File: src/rtl/rv32i_types_pkg.sv
// Shared RV32 decode types: opcodes, immediate formats, ALU ops, mux selects.
// RV32M_DECODE_EN adds the M-extension ALU operations.
package rv32i_types_pkg;

    localparam logic [6:0] OP_R      = 7'b0110011;
    localparam logic [6:0] OP_I_ALU  = 7'b0010011;
    localparam logic [6:0] OP_I_LOAD = 7'b0000011;
    localparam logic [6:0] OP_S      = 7'b0100011;
    localparam logic [6:0] OP_B      = 7'b1100011;
    localparam logic [6:0] OP_J      = 7'b1101111;
    localparam logic [6:0] OP_I_JUMP = 7'b1100111;
    localparam logic [6:0] OP_U      = 7'b0110111;
    localparam logic [6:0] OP_U_PC   = 7'b0010111;

    localparam logic [6:0] F7_BASE   = 7'h00;
    localparam logic [6:0] F7_ALT    = 7'h20;
    localparam logic [6:0] F7_MULDIV = 7'h01;

    typedef enum logic [2:0] {
        IMM_NONE, IMM_I, IMM_S, IMM_B, IMM_U, IMM_J
    } imm_type_t;

    typedef enum logic [4:0] {
        ALU_ADD, ALU_SUB, ALU_SLL, ALU_SLT, ALU_SLTU,
        ALU_XOR, ALU_SRL, ALU_SRA, ALU_OR, ALU_AND, ALU_PASS_B
`ifdef RV32M_DECODE_EN
        , ALU_MUL, ALU_MULH, ALU_MULHSU, ALU_MULHU,
        ALU_DIV, ALU_DIVU, ALU_REM, ALU_REMU
`endif
    } ALU_op_options_t;

    typedef enum logic {ALU_A_RS1, ALU_A_PC} alu_a_sel_t;
    typedef enum logic {ALU_B_RS2, ALU_B_IMMEDIATE} alu_b_sel_t;
    typedef enum logic [1:0] {WB_ALU, WB_MEM, WB_PC_PLUS_4} wb_sel_t;

    typedef struct packed {
        logic            valid;
        logic            illegal;
        logic            jump;
        logic            i_jump;
        logic            branch;
        logic [2:0]      cond_code;
        ALU_op_options_t alu_op;
        alu_a_sel_t      a_sel;
        alu_b_sel_t      b_sel;
        logic            memory_transaction;
        logic            mem_write;
        logic [2:0]      width_type;
        logic            reg_write;
        wb_sel_t         wb_sel;
    } ctrl_t;

    function automatic logic [31:0] build_imm(logic [31:0] i, imm_type_t t);
        case (t)
            IMM_I:   return {{20{i[31]}}, i[31:20]};
            IMM_S:   return {{20{i[31]}}, i[31:25], i[11:7]};
            IMM_B:   return {{19{i[31]}}, i[31], i[7], i[30:25], i[11:8], 1'b0};
            IMM_U:   return {i[31:12], 12'b0};
            IMM_J:   return {{11{i[31]}}, i[31], i[19:12], i[20], i[30:21], 1'b0};
            default: return 32'b0;
        endcase
    endfunction

endpackage

File: src/rtl/decode_pipe_stage_regfile.sv
// Two-read/one-write register file with x0 hardwired to zero and
// write-first bypass from the writeback port.
module regfile #(
    parameter int DATA_WIDTH = 32,
    parameter int REG_COUNT  = 32
) (
    input  logic                  clk,
    input  logic                  async_rst_n,
    input  logic [4:0]            read_addr_1,
    input  logic [4:0]            read_addr_2,
    output logic [DATA_WIDTH-1:0] read_data_1,
    output logic [DATA_WIDTH-1:0] read_data_2,
    input  logic                  write_enable,
    input  logic [4:0]            write_addr,
    input  logic [DATA_WIDTH-1:0] write_data
);

    localparam int AW = $clog2(REG_COUNT);

    logic [DATA_WIDTH-1:0] regs [REG_COUNT];
    logic                  write_ok;

    assign write_ok = write_enable && (write_addr != 5'd0)
                      && (int'(write_addr) < REG_COUNT);

    always_ff @(posedge clk or negedge async_rst_n) begin
        if (!async_rst_n) begin
            for (int i = 0; i < REG_COUNT; i++) begin
                regs[i] <= '0;
            end
        end else if (write_ok) begin
            regs[write_addr[AW-1:0]] <= write_data;
        end
    end

    // Out-of-range indices read zero; such instructions are flagged illegal.
    always_comb begin
        read_data_1 = regs[read_addr_1[AW-1:0]];
        if (read_addr_1 == 5'd0 || int'(read_addr_1) >= REG_COUNT) begin
            read_data_1 = '0;
        end else if (write_ok && write_addr == read_addr_1) begin
            read_data_1 = write_data;
        end
    end

    always_comb begin
        read_data_2 = regs[read_addr_2[AW-1:0]];
        if (read_addr_2 == 5'd0 || int'(read_addr_2) >= REG_COUNT) begin
            read_data_2 = '0;
        end else if (write_ok && write_addr == read_addr_2) begin
            read_data_2 = write_data;
        end
    end

endmodule

File: src/rtl/decode_pipe_stage.sv
// Registered RV32 decode stage: F/D and D/E registers, regfile, load-use stall.
// Define RV32M_DECODE_EN to decode the M-extension R-type operations.
module decode_pipe_stage
    import rv32i_types_pkg::*;
#(
    parameter int          DATA_WIDTH = 32,
    parameter int          REG_COUNT  = 32,
    parameter logic [31:0] RESET_PC   = 32'h0
) (
    input  logic                  clk,
    input  logic                  async_rst_n,
    input  logic                  valid_F,
    input  logic [31:0]           instr_F,
    input  logic [31:0]           PC_F,
    output logic                  stall_F,
    input  logic                  flush_D,
    input  logic                  rf_write_enable_W,
    input  logic [4:0]            rf_write_addr_W,
    input  logic [31:0]           rf_write_data_W,
    output logic                  valid_E,
    output logic                  illegal_E,
    output logic                  jump_E,
    output logic                  i_jump_E,
    output logic                  branch_E,
    output logic [2:0]            cond_code_E,
    output ALU_op_options_t       ALU_op_E,
    output alu_a_sel_t            mux_ALU_operand_A_select_E,
    output alu_b_sel_t            mux_ALU_operand_B_select_E,
    output logic                  memory_transaction_E,
    output logic                  mem_write_E,
    output logic [2:0]            width_type_E,
    output logic                  reg_write_E,
    output wb_sel_t               mux_writeback_select_E,
    output logic [4:0]            rs1_E,
    output logic [4:0]            rs2_E,
    output logic [4:0]            rd_E,
    output logic [DATA_WIDTH-1:0] operand_1_E,
    output logic [DATA_WIDTH-1:0] operand_2_E,
    output logic [DATA_WIDTH-1:0] immediate_E,
    output logic [DATA_WIDTH-1:0] PC_E,
    output logic [DATA_WIDTH-1:0] predicted_PC_E
);

    if (DATA_WIDTH != 32) begin : g_width_check
        $error("decode_pipe_stage supports DATA_WIDTH = 32 only");
    end

    logic        fd_valid;
    logic [31:0] fd_instr;
    logic [31:0] fd_pc;

    logic [6:0] opcode;
    logic [6:0] funct7;
    logic [2:0] funct3;
    logic [4:0] rs1;
    logic [4:0] rs2;
    logic [4:0] rd;

    assign opcode = fd_instr[6:0];
    assign rd     = fd_instr[11:7];
    assign funct3 = fd_instr[14:12];
    assign rs1    = fd_instr[19:15];
    assign rs2    = fd_instr[24:20];
    assign funct7 = fd_instr[31:25];

    ctrl_t                 ctrl;
    ctrl_t                 de_ctrl;
    imm_type_t             imm_type;
    logic                  uses_rs1;
    logic                  uses_rs2;
    logic                  uses_rd;
    logic                  bad_funct;
    logic [31:0]           immediate;
    logic [31:0]           predicted_pc;
    logic [DATA_WIDTH-1:0] rdata_1;
    logic [DATA_WIDTH-1:0] rdata_2;

    function automatic logic reg_bad(logic used, logic [4:0] r);
        return used && (int'(r) >= REG_COUNT);
    endfunction

    always_comb begin
        ctrl       = '0;
        ctrl.valid = 1'b1;
        imm_type   = IMM_NONE;
        uses_rs1   = 1'b0;
        uses_rs2   = 1'b0;
        uses_rd    = 1'b0;
        bad_funct  = 1'b0;
        unique case (opcode)
            OP_R: begin
                uses_rs1       = 1'b1;
                uses_rs2       = 1'b1;
                uses_rd        = 1'b1;
                ctrl.reg_write = 1'b1;
                unique case ({funct7, funct3})
                    {F7_BASE, 3'd0}: ctrl.alu_op = ALU_ADD;
                    {F7_ALT, 3'd0}:  ctrl.alu_op = ALU_SUB;
                    {F7_BASE, 3'd1}: ctrl.alu_op = ALU_SLL;
                    {F7_BASE, 3'd2}: ctrl.alu_op = ALU_SLT;
                    {F7_BASE, 3'd3}: ctrl.alu_op = ALU_SLTU;
                    {F7_BASE, 3'd4}: ctrl.alu_op = ALU_XOR;
                    {F7_BASE, 3'd5}: ctrl.alu_op = ALU_SRL;
                    {F7_ALT, 3'd5}:  ctrl.alu_op = ALU_SRA;
                    {F7_BASE, 3'd6}: ctrl.alu_op = ALU_OR;
                    {F7_BASE, 3'd7}: ctrl.alu_op = ALU_AND;
`ifdef RV32M_DECODE_EN
                    {F7_MULDIV, 3'd0}: ctrl.alu_op = ALU_MUL;
                    {F7_MULDIV, 3'd1}: ctrl.alu_op = ALU_MULH;
                    {F7_MULDIV, 3'd2}: ctrl.alu_op = ALU_MULHSU;
                    {F7_MULDIV, 3'd3}: ctrl.alu_op = ALU_MULHU;
                    {F7_MULDIV, 3'd4}: ctrl.alu_op = ALU_DIV;
                    {F7_MULDIV, 3'd5}: ctrl.alu_op = ALU_DIVU;
                    {F7_MULDIV, 3'd6}: ctrl.alu_op = ALU_REM;
                    {F7_MULDIV, 3'd7}: ctrl.alu_op = ALU_REMU;
`endif
                    default: bad_funct = 1'b1;
                endcase
            end
            OP_I_ALU: begin
                imm_type       = IMM_I;
                uses_rs1       = 1'b1;
                uses_rd        = 1'b1;
                ctrl.reg_write = 1'b1;
                ctrl.b_sel     = ALU_B_IMMEDIATE;
                unique case (funct3)
                    3'd0: ctrl.alu_op = ALU_ADD;
                    3'd2: ctrl.alu_op = ALU_SLT;
                    3'd3: ctrl.alu_op = ALU_SLTU;
                    3'd4: ctrl.alu_op = ALU_XOR;
                    3'd6: ctrl.alu_op = ALU_OR;
                    3'd7: ctrl.alu_op = ALU_AND;
                    3'd1: begin
                        ctrl.alu_op = ALU_SLL;
                        bad_funct   = (funct7 != F7_BASE);
                    end
                    default: begin
                        ctrl.alu_op = (funct7 == F7_ALT) ? ALU_SRA : ALU_SRL;
                        bad_funct   = (funct7 != F7_BASE) && (funct7 != F7_ALT);
                    end
                endcase
            end
            OP_I_LOAD: begin
                imm_type                = IMM_I;
                uses_rs1                = 1'b1;
                uses_rd                 = 1'b1;
                ctrl.reg_write          = 1'b1;
                ctrl.b_sel              = ALU_B_IMMEDIATE;
                ctrl.memory_transaction = 1'b1;
                ctrl.width_type         = funct3;
                ctrl.wb_sel             = WB_MEM;
                bad_funct = (funct3 == 3'd3) || (funct3 > 3'd5);
            end
            OP_S: begin
                imm_type                = IMM_S;
                uses_rs1                = 1'b1;
                uses_rs2                = 1'b1;
                ctrl.b_sel              = ALU_B_IMMEDIATE;
                ctrl.memory_transaction = 1'b1;
                ctrl.mem_write          = 1'b1;
                ctrl.width_type         = funct3;
                bad_funct               = (funct3 > 3'd2);
            end
            OP_B: begin
                imm_type       = IMM_B;
                uses_rs1       = 1'b1;
                uses_rs2       = 1'b1;
                ctrl.branch    = 1'b1;
                ctrl.cond_code = funct3;
                ctrl.alu_op    = ALU_SUB;
                bad_funct      = (funct3 == 3'd2) || (funct3 == 3'd3);
            end
            OP_J: begin
                imm_type       = IMM_J;
                uses_rd        = 1'b1;
                ctrl.jump      = 1'b1;
                ctrl.reg_write = 1'b1;
                ctrl.a_sel     = ALU_A_PC;
                ctrl.b_sel     = ALU_B_IMMEDIATE;
                ctrl.wb_sel    = WB_PC_PLUS_4;
            end
            OP_I_JUMP: begin
                imm_type       = IMM_I;
                uses_rs1       = 1'b1;
                uses_rd        = 1'b1;
                ctrl.i_jump    = 1'b1;
                ctrl.reg_write = 1'b1;
                ctrl.b_sel     = ALU_B_IMMEDIATE;
                ctrl.wb_sel    = WB_PC_PLUS_4;
                bad_funct      = (funct3 != 3'd0);
            end
            OP_U: begin
                imm_type       = IMM_U;
                uses_rd        = 1'b1;
                ctrl.reg_write = 1'b1;
                ctrl.alu_op    = ALU_PASS_B;
                ctrl.b_sel     = ALU_B_IMMEDIATE;
            end
            OP_U_PC: begin
                imm_type       = IMM_U;
                uses_rd        = 1'b1;
                ctrl.reg_write = 1'b1;
                ctrl.a_sel     = ALU_A_PC;
                ctrl.b_sel     = ALU_B_IMMEDIATE;
            end
            default: bad_funct = 1'b1;
        endcase
        if (bad_funct || reg_bad(uses_rs1, rs1) || reg_bad(uses_rs2, rs2)
            || reg_bad(uses_rd, rd)) begin
            ctrl.illegal            = 1'b1;
            ctrl.reg_write          = 1'b0;
            ctrl.memory_transaction = 1'b0;
            ctrl.mem_write          = 1'b0;
            ctrl.jump               = 1'b0;
            ctrl.i_jump             = 1'b0;
            ctrl.branch             = 1'b0;
        end
    end

    assign immediate    = build_imm(fd_instr, imm_type);
    assign predicted_pc = (imm_type == IMM_J || imm_type == IMM_B)
                          ? fd_pc + immediate : fd_pc + 32'd4;

    // The bubble this inserts removes the load from D/E, so it lasts one cycle.
    assign stall_F = fd_valid && valid_E && memory_transaction_E
                     && !mem_write_E && (rd_E != 5'd0)
                     && ((uses_rs1 && rs1 == rd_E) || (uses_rs2 && rs2 == rd_E));

    regfile #(
        .DATA_WIDTH(DATA_WIDTH),
        .REG_COUNT (REG_COUNT)
    ) u_regfile (
        .clk         (clk),
        .async_rst_n (async_rst_n),
        .read_addr_1 (rs1),
        .read_addr_2 (rs2),
        .read_data_1 (rdata_1),
        .read_data_2 (rdata_2),
        .write_enable(rf_write_enable_W),
        .write_addr  (rf_write_addr_W),
        .write_data  (rf_write_data_W)
    );

    always_ff @(posedge clk or negedge async_rst_n) begin
        if (!async_rst_n) begin
            fd_valid <= 1'b0;
            fd_instr <= '0;
            fd_pc    <= '0;
        end else if (flush_D) begin
            fd_valid <= 1'b0;
        end else if (!stall_F) begin
            fd_valid <= valid_F;
            fd_instr <= instr_F;
            fd_pc    <= PC_F;
        end
    end

    always_ff @(posedge clk or negedge async_rst_n) begin
        if (!async_rst_n) begin
            de_ctrl        <= '0;
            rs1_E          <= '0;
            rs2_E          <= '0;
            rd_E           <= '0;
            operand_1_E    <= '0;
            operand_2_E    <= '0;
            immediate_E    <= '0;
            PC_E           <= RESET_PC;
            predicted_PC_E <= '0;
        end else begin
            de_ctrl        <= (stall_F || flush_D || !fd_valid) ? '0 : ctrl;
            rs1_E          <= rs1;
            rs2_E          <= rs2;
            rd_E           <= rd;
            operand_1_E    <= rdata_1;
            operand_2_E    <= rdata_2;
            immediate_E    <= immediate;
            PC_E           <= fd_pc;
            predicted_PC_E <= predicted_pc;
        end
    end

    assign valid_E                    = de_ctrl.valid;
    assign illegal_E                  = de_ctrl.illegal;
    assign jump_E                     = de_ctrl.jump;
    assign i_jump_E                   = de_ctrl.i_jump;
    assign branch_E                   = de_ctrl.branch;
    assign cond_code_E                = de_ctrl.cond_code;
    assign ALU_op_E                   = de_ctrl.alu_op;
    assign mux_ALU_operand_A_select_E = de_ctrl.a_sel;
    assign mux_ALU_operand_B_select_E = de_ctrl.b_sel;
    assign memory_transaction_E       = de_ctrl.memory_transaction;
    assign mem_write_E                = de_ctrl.mem_write;
    assign width_type_E               = de_ctrl.width_type;
    assign reg_write_E                = de_ctrl.reg_write;
    assign mux_writeback_select_E     = de_ctrl.wb_sel;

endmodule

File: config.mk
export PLATFORM = sky130hd
export DESIGN_NAME = decode_pipe_stage
export DESIGN_NICKNAME = d
export VERILOG_FILES = /design/src/rtl/rv32i_types_pkg.sv /design/src/rtl/decode_pipe_stage_regfile.sv /design/src/rtl/decode_pipe_stage.sv
export SDC_FILE = /design/constraint.sdc
export NUM_CORES = 2
export LEC_CHECK = 0
export CELL_PAD_IN_SITES_DETAIL_PLACEMENT = 0
export CELL_PAD_IN_SITES_GLOBAL_PLACEMENT = 2
export CORE_ASPECT_RATIO = 1.1
export CORE_MARGIN = 2
export CORE_UTILIZATION = 45
export CTS_CLUSTER_DIAMETER = 80
export DETAILED_ROUTE_END_ITERATION = 16
export PLACE_DENSITY = 0.79
export SLEW_MARGIN = 20
export SYNTH_ARGS = -nofsm -noshare
export SYNTH_HDL_FRONTEND = slang
export SYNTH_SLANG_ARGS = --single-unit
File: constraint.sdc
create_clock -name clk -period 4.65 [get_ports clk]
set_input_delay 0.93 -clock clk [delete_from_list [all_inputs] [get_ports clk]]
set_output_delay 0.93 -clock clk [all_outputs]
set_load 0.02 [all_outputs]
Yosys cells after proc, flatten, opt, wreduce, memory -nomap -nowiden
Index checks and enable logic that the tools add are counted.
Word-level totals
  word-level logic and storage cells: 188
  memory bits (writable): 0
  register bits: 1287
  output and inout bits: 199
  ROM bits: 0
  latch bits: 0
  memories kept: 0
  input bits: 106
Operators by class
  multipliers: 0
  mux-type cells: 41
  equal/unequal tests: 36
  bitwise gates (word level): 5
  reductions and logical operators: 41
  order comparisons: 6
  div/mod/pow operators: 0
  shifts and indexed selects: 0
  $add $sub $neg: 2
Operators by type and width (count)
  bitwise mux 1024 bit: 1
  binary-select mux 32 bit (select 5 bit): 2
  2-to-1 mux 32 bit: 10
  demux 32 bit (select 5 bit): 1
  case mux 32 bit (5 select lines): 1
  == test 10 x 3 -> 1 bit, second input constant: 4
  case mux 4 bit (9 select lines): 1
  adder 32 x 3 -> 32 bit, second input constant: 1
  adder 32 bit: 1
  == test 7 x 6 -> 1 bit, second input constant: 4
  case mux 4 bit (7 select lines): 1
  2-to-1 mux 23 bit: 1
  == test 7 bit, second input constant: 3
  == test 10 x 2 -> 1 bit, second input constant: 2
  == test 10 x 9 -> 1 bit, second input constant: 2
  == test 5 bit: 4
  case mux 5 bit (4 select lines): 1
  greater-or-equal comparator 6 bit, second input constant: 3
  inverter 5 -> 6 bit: 3
  == test 3 bit, second input constant: 5
  case mux 3 bit (5 select lines): 1
  == test 7 x 5 -> 1 bit, second input constant: 2
  2-to-1 mux 1 bit: 14
  OR reduction 7 bit: 2
  other kinds (30): 61

Depth between registers and ports, before layout
  depth after elaboration: 9
  gate-level depth with buffers: 20
  gate-level depth less buffers: 19

By module
A second synthesis with hierarchy kept.
Second synthesis, totals
  cells, all modules: 4712
  area total of the unflattened synthesis: 65795.6 um^2
Modules (own cells, without submodules)
  regfile: seq. area each 25624.6 um^2, area an instance 54932.7 um^2, instances 1, cells each 3824
  decode_pipe_stage: seq. area each 6556.3 um^2, area an instance 10862.9 um^2, instances 1, cells each 888

Worst setup path after synthesis
Ideal clock, no wire load.
  path kind: reg2reg
  start point: register fd_instr[5]
  end point: register predicted_PC_E[30]
  required time: 4516 ps
  path slack: 631 ps
  library setup time: 134 ps
  cell stages (with the launch flop): 18
  buffers on the path: 2
  period minus slack after synthesis: 4019 ps
  arrival: 3885 ps
  cell sequence: dfrtp_1 buf_2 or3_1 a221oi_2 nand3_1 a21boi_1 a21o_1 ha_1 clkbuf_1 a21o_1 a21oi_1 nor3_1 o21ai_0 o311ai_2 a311o_1 a311oi_2 xor2_1 mux2i_1
Between the ends
  longest elaborated chain between the ends: 7
  elaborated cells between the ends (all ways): 20
  those cells by class: add/sub: 1; eq/ne: 13; mux: 3; reduce/logical: 3
Ends and longest elaborated chain
  start: declaration: line decode_pipe_stage.sv:49  | logic [31:0] fd_instr;
  start signal: assignment: line decode_pipe_stage.sv:253  | fd_instr <= instr_F;
  == test 7 bit (tied with other cells): line decode_pipe_stage.sv:90  | unique case (opcode)
  OR reduction 3 bit (no line) or OR reduction 2 bit (tied branches)
  case mux 3 bit (5 select lines) (*): line decode_pipe_stage.sv:90
  == test 3 bit (tied with other cells): line rv32i_types_pkg.sv:54  | case (t)
  case mux 32 bit (5 select lines) (*): line rv32i_types_pkg.sv:54
  named net immediate[15]: line decode_pipe_stage.sv:73  | logic [31:0] immediate;
  adder 32 bit (*): line decode_pipe_stage.sv:222  | ? fd_pc + immediate : fd_pc + 32'd4;
  2-to-1 mux 32 bit (*): line decode_pipe_stage.sv:222
  named net predicted_pc[30]: line decode_pipe_stage.sv:74  | logic [31:0] predicted_pc;
  end signal: assignment: line decode_pipe_stage.sv:278  | predicted_PC_E <= predicted_pc;
  end: declaration: line decode_pipe_stage.sv:41  | output logic [DATA_WIDTH-1:0] predicted_PC_E
Mark *: on every way through the listed nets, which the timed path passes. The rest lies on a longest branch.
A chain may end at the register's enable or synchronous reset.

Worst setup path after layout
  start point: register fd_instr[2]
  end point: register predicted_PC_E[27]
Same word-level chain as after synthesis.

==> flow_metrics.env <==
export IMPL_tns_ns=0
export IMPL_synthToLayoutAreaGrowth_pct=15.6
export IMPL_nFillCells=12012
export IMPL_cts_buffer_depth=3
export IMPL_grt_pass1_wl_um=298000
export IMPL_via_per_inst=6.25
export IMPL_final_layout_size_suffix_gt1_share_pct=43.7
export IMPL_cp_cell_sequence="buf_4 > or4_1 > nor2_1 > buf_4 > nor2_1 > o21ai_0 > nand2_1 > ha_1 > nand4_1 > a311o_1 > o21ai_1 > o311ai_2 > a21boi_1 > o21a_1 > nor3_1 > o31ai_1"
export IMPL_crit_arrival_ns=5.08
export IMPL_clk_pin_slew_worst_paths_ns=0.06
export IMPL_totalWireLength_um=202000
export IMPL_die_h_um=405
export IMPL_synth_cells=4403
export IMPL_fmax_mhz=227
export IMPL_synthArstFlopShare_pct=100
export IMPL_initial_core_util_pct=45.5
export IMPL_power_density_nw_per_um2=453
export IMPL_met2_usage_pct=42.9
export IMPL_crit_type="register to register"
export IMPL_min_period_over_period_pct=94.6
export IMPL_yosysWarningCount=0
export IMPL_period_minus_slack_ns=4.40
export IMPL_post_dp_hpwl_um=115000
export IMPL_hold_class="primary input to asynchronous set/reset pin"
export IMPL_avgSynthCellArea_um2=14.9
export IMPL_synth_edf_count=0
export IMPL_root_buffer="clkbuf_16"
export IMPL_detail_route_antenna_nets=0
export IMPL_use_met3_pct=5.10
export IMPL_rsz0062_at_grt="no"
export IMPL_port_buffers=303
export IMPL_synthDistinctLibCells=76
export IMPL_setup_viol=0
export IMPL_vdd_drop_max_mv=0.324
export IMPL_grt_overflow=0
export IMPL_p_clk_share_pct=34.2
export IMPL_crit_path_top_delay_cell="or4_1"
export IMPL_max_stage_delay_ns=0.67
export IMPL_cts_setup_buffers=0
export IMPL_worst_setup_path_start_kind="register"
export IMPL_synth_area_um2=65600
export IMPL_synth_ff_type="dfrtp_1"
export IMPL_crit_path_end_kind="register"
export IMPL_cap_violations=0
export IMPL_final_nets=4682
export IMPL_yosys_register_bits=1286
export IMPL_layout_setup_ws_ns=0.250
export IMPL_grt_pass1_vias=42692
export IMPL_reg2reg_depth=16
export IMPL_crit_fanout=8
export IMPL_drcViolationCount=0
export IMPL_numCtsBuffers=144
export IMPL_worst_slew_pin_slew_ns=1.16
export IMPL_crit_required_ns=5.33
export IMPL_slew_viol_final=0
export IMPL_p_int_uw=24700
export IMPL_core_um2=144000
export IMPL_grtUsageTotal_pct=27.4
export IMPL_ios=305
export IMPL_synth_seq_area_share_pct=49.0
export IMPL_netSwitchingPower_uw=9610
export IMPL_h_tree_depth=4
export IMPL_p_seq_share_pct=42.8
export IMPL_initialDrtViolationCount=3932
export IMPL_top_usage_layer="met2"
export IMPL_status="finished clean"
export IMPL_antenna_found_initial=7
export IMPL_wl_per_cell_um=30.7
export IMPL_drt_pass1_iterations=5
export IMPL_grt_max_degree=130
export IMPL_cts_tree="built"
export IMPL_cts_sinks=1286
export IMPL_power_leakage_uw=0.0325
export IMPL_syn_nets=4542
export IMPL_vias=41121
export IMPL_worst_clock_skew_ns=0.0276
export IMPL_use_met1_pct=39.3
export IMPL_slew_headroom_pct=22.5
export IMPL_std_cell_rows=146
export IMPL_sw_frac_of_total_pct=28.0
export IMPL_gp_routability_congestion=0.885
export IMPL_die_w_um=368
export IMPL_die_area_um2=149000
export IMPL_hold_viol=0
export IMPL_pre_cts_ws_ns=0.206
export IMPL_comb_power_share_pct=23.0
export IMPL_worstSkewPairLatency_ns=0.79
## synthesized netlist by cell type (all sizes together) (23+ instances only)
| cell | count | share of area, % |
|---|---|---|
| nand2b | 23 | 0.22 |
| xor2 | 27 | 0.36 |
| dfrtp | 1286 | 49 |
| xnor2 | 39 | 0.52 |
| nor2 | 157 | 0.92 |
| ha | 32 | 0.61 |
| a21o | 29 | 0.33 |
| clkbuf | 292 | 1.7 |
| buf | 159 | 1.2 |
| a211oi | 64 | 0.73 |
| nor3 | 23 | 0.20 |
| mux2 | 1077 | 18 |
| nand2 | 93 | 0.53 |
| o22ai | 31 | 0.30 |
| a21oi | 74 | 0.56 |
| mux4 | 554 | 19 |
| mux2i | 131 | 2.0 |
| o21ai | 62 | 0.48 |
| a221oi | 25 | 0.38 |
## area by class of cell
cell class                      instances  area, um^2  share of cell area [%]
Clock inverter                         57         646                   0.851
Antenna cell                            1        2.50                 0.00330
Tap cell                             1924        2410                    3.17
Timing Repair Buffer                  445        4530                    5.98
Clock buffer                          198        4190                    5.52
Multi-Input combinational cell       2644       31800                    41.9
Inverter                               22        82.6                   0.109
Sequential cell                      1286       32200                    42.5
## cell families after synthesis
group / synth area share, %
muxes: 39.5
DFF: 49.0
buffers and inverters: 2.99
and+or+nand+nor: 2.95
AOI/OAI and AO/OA: 3.99
xor gates and xnor gates: 0.881
adders and majority gates: 0.656
other: 0.00571
## worst max-delay path: cells and delay by family (launching register included)
kind	cells	cell delay, ns
fa+ha+maj	1	0.41
flops	1	0.41
simple gates	6	1.20
buf+inv	2	0.33
compound gates	7	1.93
## what timing repair did
item	CTS	global route
resized for setup	0	1
hold buffers	0	0
hold endpoints to repair	0	0
setup endpoints to repair	0	2
## cells in the final DEF, fill, tap and decap left out, types with 30 or more instances in the layout
cell type	count
a211oi_1	64
xnor2_1	39
clkdlybuf4s50_1	283
o21ai_0	55
nor2_1	137
mux4_2	554
buf_12	41
mux2_1	58
ha_1	32
buf_4	101
nand2_1	81
clkinv_2	30
mux2_2	1019
mux2i_1	131
clkbuf_16	152
a21oi_1	73
o22ai_1	31
dfrtp_1	1276
## layer usage
| layer | up-vias | wire length (um) |
|---|---|---|
| li1 | 17072 | - |
| met1 | 22387 | 89000 |
| met2 | 1345 | 94800 |
| met3 | 309 | 12800 |
| met4 | 8 | 5250 |
| met5 | - | 42 |
## power by group through the flow
stage,sequential [uW],clock (uW),combinational (uW)
floorplan,14700,0,5340
global placement,14700,0,7840
detailed placement,14800,0,7940
CTS,14700,12000,7970
global route,14900,12400,8430
finish,14700,11800,7890
## path summary, 6_finish.rpt
path	startpoint	end	slack, ns
max in group asynchronous	async_rst_n	u_regfile.regs[678]	3.25
worst max-delay path	fd_instr[2]	predicted_PC_E[27]	0.25
worst max register to register	fd_instr[2]	predicted_PC_E[27]	0.25
worst min-delay path	async_rst_n	PC_E[2]	0.16
worst min register to register	fd_instr[7]	rd_E[0]	0.38
min in group clk	fd_instr[7]	rd_E[0]	0.38
## through the flow
| step | power [uW] | hold WS (ns) | instance area (um^2) | utilization [%] | std cells |
|---|---|---|---|---|---|
| after global routing | 35800 | 0.209 | 75900 | 52.6 | 6577 |
| after detailed placement | 22800 | 0.366 | 71100 | 49.3 | 6321 |
| after global placement | 22600 | 0.359 | 71100 | 49.3 | 6321 |
| after CTS | 34600 | 0.179 | 75900 | 52.6 | 6576 |
| final | 34300 | 0.165 | 75900 | 52.6 | 6577 |
| after floorplan | 20000 | 0.349 | 65600 | - | 4403 |
## sequential cells by signal (all words and copies together), names as in the netlist, 2 cells and up
name                    cells
rs1_E                       5
fd_instr                   32
PC_E                       32
cond_code_E                 3
mux_writeback_select_E      2
predicted_PC_E             32
fd_pc                      32
u_regfile.regs           1024
operand_1_E                32
width_type_E                3
immediate_E                32
ALU_op_E                    4
rs2_E                       5
rd_E                        5
operand_2_E                32
Power figures use the tool's default switching activity.
